<file path="config.mk">
export PLATFORM = sky130hd
export DESIGN_NAME = store_buffer
export DESIGN_NICKNAME = d
export VERILOG_FILES = /design/src/rtl/store_buffer.sv
export SDC_FILE = /design/constraint.sdc
export NUM_CORES = 1
export LEC_CHECK = 0
export ABC_AREA = 1
export CORE_UTILIZATION = 25
export DETAILED_ROUTE_END_ITERATION = 16
export PLACE_DENSITY = 0.54
export SKIP_LAST_GASP = 1
export SLEW_MARGIN = 10
export SYNTH_ARGS = -nofsm -noshare
export SYNTH_HDL_FRONTEND = slang
export SYNTH_SLANG_ARGS = --single-unit
</file>
<file path="constraint.sdc">
create_clock -name clk_i -period 7.25 [get_ports clk_i]
set_input_delay 1.45 -clock clk_i [delete_from_list [all_inputs] [get_ports clk_i]]
set_output_delay 1.45 -clock clk_i [all_outputs]
set_load 0.01 [all_outputs]
</file>
<file path="src/rtl/store_buffer.sv">
`default_nettype none
// ============================================================================
//  Module      : store_buffer
//  Description : Write-back store queue between the MEM stage and the data
//                memory port. Buffers up to DEPTH stores, drains one per
//                cycle when the port is not needed by a load, forwards
//                exact-match data to loads and stalls partially overlapping
//                loads.
//                Optional macro STORE_BUFFER_COALESCE_EN: a store to the
//                youngest entry's address (when that entry is not draining)
//                overwrites its data in place instead of allocating.
//  Revision    : 1.0 - initial release
// ============================================================================
module store_buffer #(
    parameter int DEPTH = 4,
    parameter int AW    = 5
) (
    input  logic        clk_i,
    input  logic        rst_i,
    input  logic        st_valid_i,
    input  logic [31:0] st_addr_i,
    input  logic [31:0] st_data_i,
    output logic        st_ready_o,
    input  logic        ld_valid_i,
    input  logic [31:0] ld_addr_i,
    output logic        ld_hit_o,
    output logic        ld_stall_o,
    output logic [31:0] ld_data_o,
    output logic [31:0] mem_addr_o,
    output logic [31:0] mem_wrdata_o,
    output logic        mem_wr_o,
    output logic        mem_rd_o,
    output logic        empty_o,
    output logic        full_o
);

    localparam int PW = $clog2(DEPTH);

    logic [AW-1:0]  r_addr [DEPTH];
    logic [31:0]    r_data [DEPTH];
    logic [PW-1:0]  r_head;
    logic [PW-1:0]  r_tail;
    logic [PW:0]    r_count;

    logic           w_empty;
    logic           w_full;
    logic [AW-1:0]  w_ld_a;
    logic [PW-1:0]  w_off   [DEPTH];
    logic [DEPTH-1:0] w_valid;
    logic [DEPTH-1:0] w_eq;
    logic [DEPTH-1:0] w_ovl;
    logic           w_exact;
    logic [PW-1:0]  w_best_off;
    logic [31:0]    w_fwd_data;
    logic           w_overlap;
    logic           w_ld_hit;
    logic           w_ld_stall;
    logic           w_ld_miss;
    logic           w_drain;
    logic           w_coal;
    logic           w_push;
    logic           w_unused;

    assign w_empty = (r_count == '0);
    assign w_full  = (r_count == (PW+1)'(DEPTH));
    assign w_ld_a  = ld_addr_i[AW-1:0];

    // Upper store-address bits are not decoded by the data memory
    assign w_unused = &{1'b0, st_addr_i[31:AW]};

    // Per-slot validity (age relative to head) and address comparisons
    for (genvar i = 0; i < DEPTH; i++) begin : g_slot
        logic [AW-1:0] w_dlo;
        logic [AW-1:0] w_dhi;
        assign w_off[i]   = PW'(i) - r_head;
        assign w_valid[i] = ({1'b0, w_off[i]} < r_count);
        assign w_dlo      = w_ld_a - r_addr[i];
        assign w_dhi      = r_addr[i] - w_ld_a;
        assign w_eq[i]    = w_valid[i] && (r_addr[i] == w_ld_a);
        assign w_ovl[i]   = w_valid[i] &&
                            (((w_dlo >= AW'(1)) && (w_dlo <= AW'(3))) ||
                             ((w_dhi >= AW'(1)) && (w_dhi <= AW'(3))));
    end

    // Pick the youngest exact match (largest age offset from head)
    always_comb begin
        w_exact    = 1'b0;
        w_best_off = '0;
        w_fwd_data = '0;
        for (int i = 0; i < DEPTH; i++) begin
            if (w_eq[i] && (!w_exact || (w_off[i] > w_best_off))) begin
                w_exact    = 1'b1;
                w_best_off = w_off[i];
                w_fwd_data = r_data[i];
            end
        end
    end

    assign w_overlap  = |w_ovl;
    assign w_ld_stall = ld_valid_i && w_overlap;
    assign w_ld_hit   = ld_valid_i && w_exact && !w_overlap;
    assign w_ld_miss  = ld_valid_i && !w_exact && !w_overlap;

    // Drain whenever the port is not claimed by a missing load
    assign w_drain = !w_empty && !w_ld_miss;

`ifdef STORE_BUFFER_COALESCE_EN
    logic [PW-1:0] w_tail_m1;
    assign w_tail_m1 = r_tail - PW'(1);
    // The youngest entry may only be merged into if it is not leaving now
    assign w_coal = !w_empty &&
                    (st_addr_i[AW-1:0] == r_addr[w_tail_m1]) &&
                    !(w_drain && (r_count == (PW+1)'(1)));
`else
    assign w_coal = 1'b0;
`endif

    assign st_ready_o = !w_full || w_coal;
    assign w_push     = st_valid_i && !w_full && !w_coal;

    assign ld_hit_o     = w_ld_hit;
    assign ld_stall_o   = w_ld_stall;
    assign ld_data_o    = w_ld_hit ? w_fwd_data : '0;
    assign mem_wr_o     = w_drain;
    assign mem_rd_o     = w_ld_miss;
    assign mem_addr_o   = w_drain   ? {{(32-AW){1'b0}}, r_addr[r_head]} :
                          w_ld_miss ? ld_addr_i : '0;
    assign mem_wrdata_o = w_drain ? r_data[r_head] : '0;
    assign empty_o      = w_empty;
    assign full_o       = w_full;

    // Entry storage: allocate at tail, or merge into the youngest entry
    always_ff @(posedge clk_i) begin
        if (w_push) begin
            r_addr[r_tail] <= st_addr_i[AW-1:0];
            r_data[r_tail] <= st_data_i;
        end
`ifdef STORE_BUFFER_COALESCE_EN
        else if (st_valid_i && w_coal) begin
            r_data[w_tail_m1] <= st_data_i;
        end
`endif
    end

    // Pointer and occupancy bookkeeping
    always_ff @(posedge clk_i) begin
        if (rst_i) begin
            r_head  <= '0;
            r_tail  <= '0;
            r_count <= '0;
        end else begin
            if (w_push)  r_tail <= r_tail + PW'(1);
            if (w_drain) r_head <= r_head + PW'(1);
            case ({w_push, w_drain})
                2'b10:   r_count <= r_count + (PW+1)'(1);
                2'b01:   r_count <= r_count - (PW+1)'(1);
                default: r_count <= r_count;
            endcase
        end
    end

endmodule
`default_nettype wire

</file>
==> impl_metrics.ini <==
[worst_setup_path]
r2r-start = r_head[1]$_SDFFE_PP0P_
required_ps = 5800
worst_setup_path_start_kind = primary input
ff2ff_path_depth = 24
r2r-end = r_count[2]$_SDFFE_PP0P_
cp_slowest_cell = clkdlybuf4s50_1
critPathArrivalTime_ps = 5520
critPathKind = primary input to primary output
worst-path-buf-inv = 8
r2r_slack_ps = 3020
cp_max_fo = 8
end_kind = primary output
critPathMaxStageDelay_ps = 510
cp_top_family = buffers and inverters
crit_top_cell = nand2_1

[clock_tree]
clkTransAtPathRegs_ps = 60
h-tree-depth = 4
clockRootBuffer = clkbuf_16
cts_buffer_depth = 2
cts-buffers-inserted = 17
numClockSinks = 157
clk_latency_ps = 420
cts_tree = yes

[yosys]
synth_fp_nets = 1326
yosys-top-cells-area = edfxtp_1 (45%), nand2_1 (12%), ha_1 (5.8%)
synth_edf_count = 148
synthMuxAreaShare = 0
netlist_area_mm2 = 0.00986
synth_compound_area_frac = 0.117
ys_types = 38
yosys.area_share.simple = 0.241
netlist.area_leader.share = 0.451
ys_async_sr_fraction = 0
synthFlopType = edfxtp_1
avgSynthCellArea_um2 = 8.42
synth_adder_area_share = 0.0766
synth_warnings = 0
ys_ff_latch = 157
synth-xor-area-share = 0.00254
synth_top_cell_by_area = edfxtp_1
synth_cells = 1171
synth_top_family_by_area = simple AND/OR/NAND/NOR gates
yosysSeqAreaShare = 0.469

[floorplan]
core_area_mm2 = 0.0387
fp-row-count = 72
start_util = 0.255
dieArea_mm2 = 0.0402
ioPinCount = 203
die_height_um = 201
die_x_um = 201

[global_routing]
antenna_found_initial = 1
grt_max_degree = 67
grt_pass1_wl_um = 46100
grt_pass1_vias = 8230
grtUsageTotal = 0.149
overflow = 0

[timing]
period_minus_slack_ps = 6970
tightest_slew_ps = 913
max_slew_margin = 0.391
slew_viol_final = 0
hold_viol = 0
setup_viol = 0
rsz0062_at_grt = no
setup_ws_ps = 285
clock_skew_ps = 13.4
period_share = 0.961
fmax_mhz = 144

[hold_path]
hold_depth = 2
min_from = r_head[1]$_SDFFE_PP0P_
hold_class = flip-flop to flip-flop

[route]
drt_iter0_markers = 541
wl_per_cell_um = 15.9
ant_nets = 0
vias_per_cell = 4.52
vias = 8561
drc_errors = 0
drt-total-wl_um = 30100
drt_pass1_iterations = 7

[pwr]
p_leak_nw = 5.77
p_per_area_mw_per_mm2 = 283
pwr-share-comb = 0.435
vdd_drop_max_uv = 192
p_seq_frac = 0.310
pwr-share-clk = 0.255
power.total_w = 0.00372
switching_power_w = 0.00138
power.internal_w = 0.00234
netSwitchingFraction = 0.371

[layout]
drive_gt1_frac = 0.109
num-fill-cells = 4015
n_antenna_cell = 0
nets = 1516
final-instance-count-excl-fill = 1892
area_growth_pct = 33.0

[placement]
port_buffers = 175
pre_cts_ws_ps = -300
place_congestion = 0.823
hpwlAfterDp_um = 20100
dpl.cell_count = 1855

[outcome]
outcome = finished, final reports clean

[flow_run]
drv_cap = 0
-- layer usage --
layer | track usage | wire (um) | up-vias
met3 | 0.0224 | 1330 | 26
met4 | 0.0360 | 348 | 2
li1 | - | - | 4246
met5 | 0 | 17 | -
met2 | 0.261 | 14800 | 243
met1 | 0.191 | 13600 | 4044
-- synthesized netlist by cell type, types with 6 or more instances --
cell type,number
nor3_1,14
o211ai_1,30
edfxtp_1,148
clkbuf_1,24
nand3_1,65
nor2_1,98
inv_2,9
inv_1,143
o21ai_0,58
buf_4,6
a21oi_1,106
dfxtp_1,9
buf_2,21
nor3_2,10
nor3_4,11
fa_1,9
nand2_1,319
buf_6,7
ha_1,46
-- tightest hold or removal path: stages (launching register included) --
cell     delay (ps)
dfxtp_1         330
a21oi_1         120
nor2_1           60
-- through the flow --
step	utilization	TNS, ps	hold WS, ps	area [um2]
after global placement	0.321	-5550	516	12400
after floorplan	-	0	490	9860
final	0.339	0	547	13100
after detailed placement	0.321	-6320	537	12400
after CTS	0.336	-376	547	13000
after global routing	0.339	0	610	13100
-- power groups by stage --
stage               combinational (W)  sequential (W)  clock [W]
finish                        0.00162         0.00115   0.000946
global route                  0.00178         0.00116    0.00100
CTS                           0.00164         0.00115   0.000961
detailed placement            0.00163         0.00117          0
global placement              0.00162         0.00117          0
floorplan                    0.000956         0.00116          0
-- layout make-up --
cell class | count | area (um2) | area share
clock buffer | 18 | 429 | 0.0327
clock inverter | 14 | 190 | 0.0145
inverter | 153 | 579 | 0.0442
multi-input combinational | 800 | 4380 | 0.334
sequential | 157 | 4630 | 0.353
tap | 518 | 648 | 0.0494
timing repair buffer | 232 | 2260 | 0.173
-- registers in the layout (all words and copies together) (netlist names), named ones only --
| register | count |
|---|---|
| r_data | 128 |
| r_head | 2 |
| r_tail | 2 |
| r_addr | 20 |
| r_count | 3 |
-- cell usage in the layout (no fill, tap or decap), types with 30 or more instances in the layout --
| master | count |
|---|---|
| nor2_1 | 94 |
| inv_1 | 139 |
| a21oi_1 | 106 |
| nand3_1 | 65 |
| ha_1 | 45 |
| nand2_1 | 319 |
| o211ai_1 | 30 |
| o21ai_0 | 54 |
| edfxtp_1 | 148 |
| buf_4 | 49 |
| clkdlybuf4s50_1 | 140 |
-- cells by family (layout without fill, tap and decap cells) --
logic type,Yosys count,after routing
adders and majority gates,55,55
and+or+nand+nor,535,535
buffers and inverters,214,417
DFF,157,157
AOI/OAI and AO/OA,208,208
xor gates and xnor gates,2,2
-- worst max path at each step --
stage               cells after the start            end    startpoint
floorplan                              30   ld_data_o[0]  ld_addr_i[2]
global placement                       29  ld_data_o[18]  ld_addr_i[2]
detailed placement                     29  ld_data_o[18]  ld_addr_i[2]
CTS                                    28  ld_data_o[19]  ld_addr_i[2]
global route                           29   ld_data_o[3]  ld_addr_i[3]
finish                                 29  ld_data_o[16]  ld_addr_i[3]
-- repair_timing --
action                     CTS  global route
hold buffers                 0             0
gates cloned                 0             0
gates resized for setup     30            24
hold endpoints to repair     0             0
setup endpoints to repair   32            32
pin swaps                    2             9
setup buffers                0             5
(Power assumes the default switching activity.)
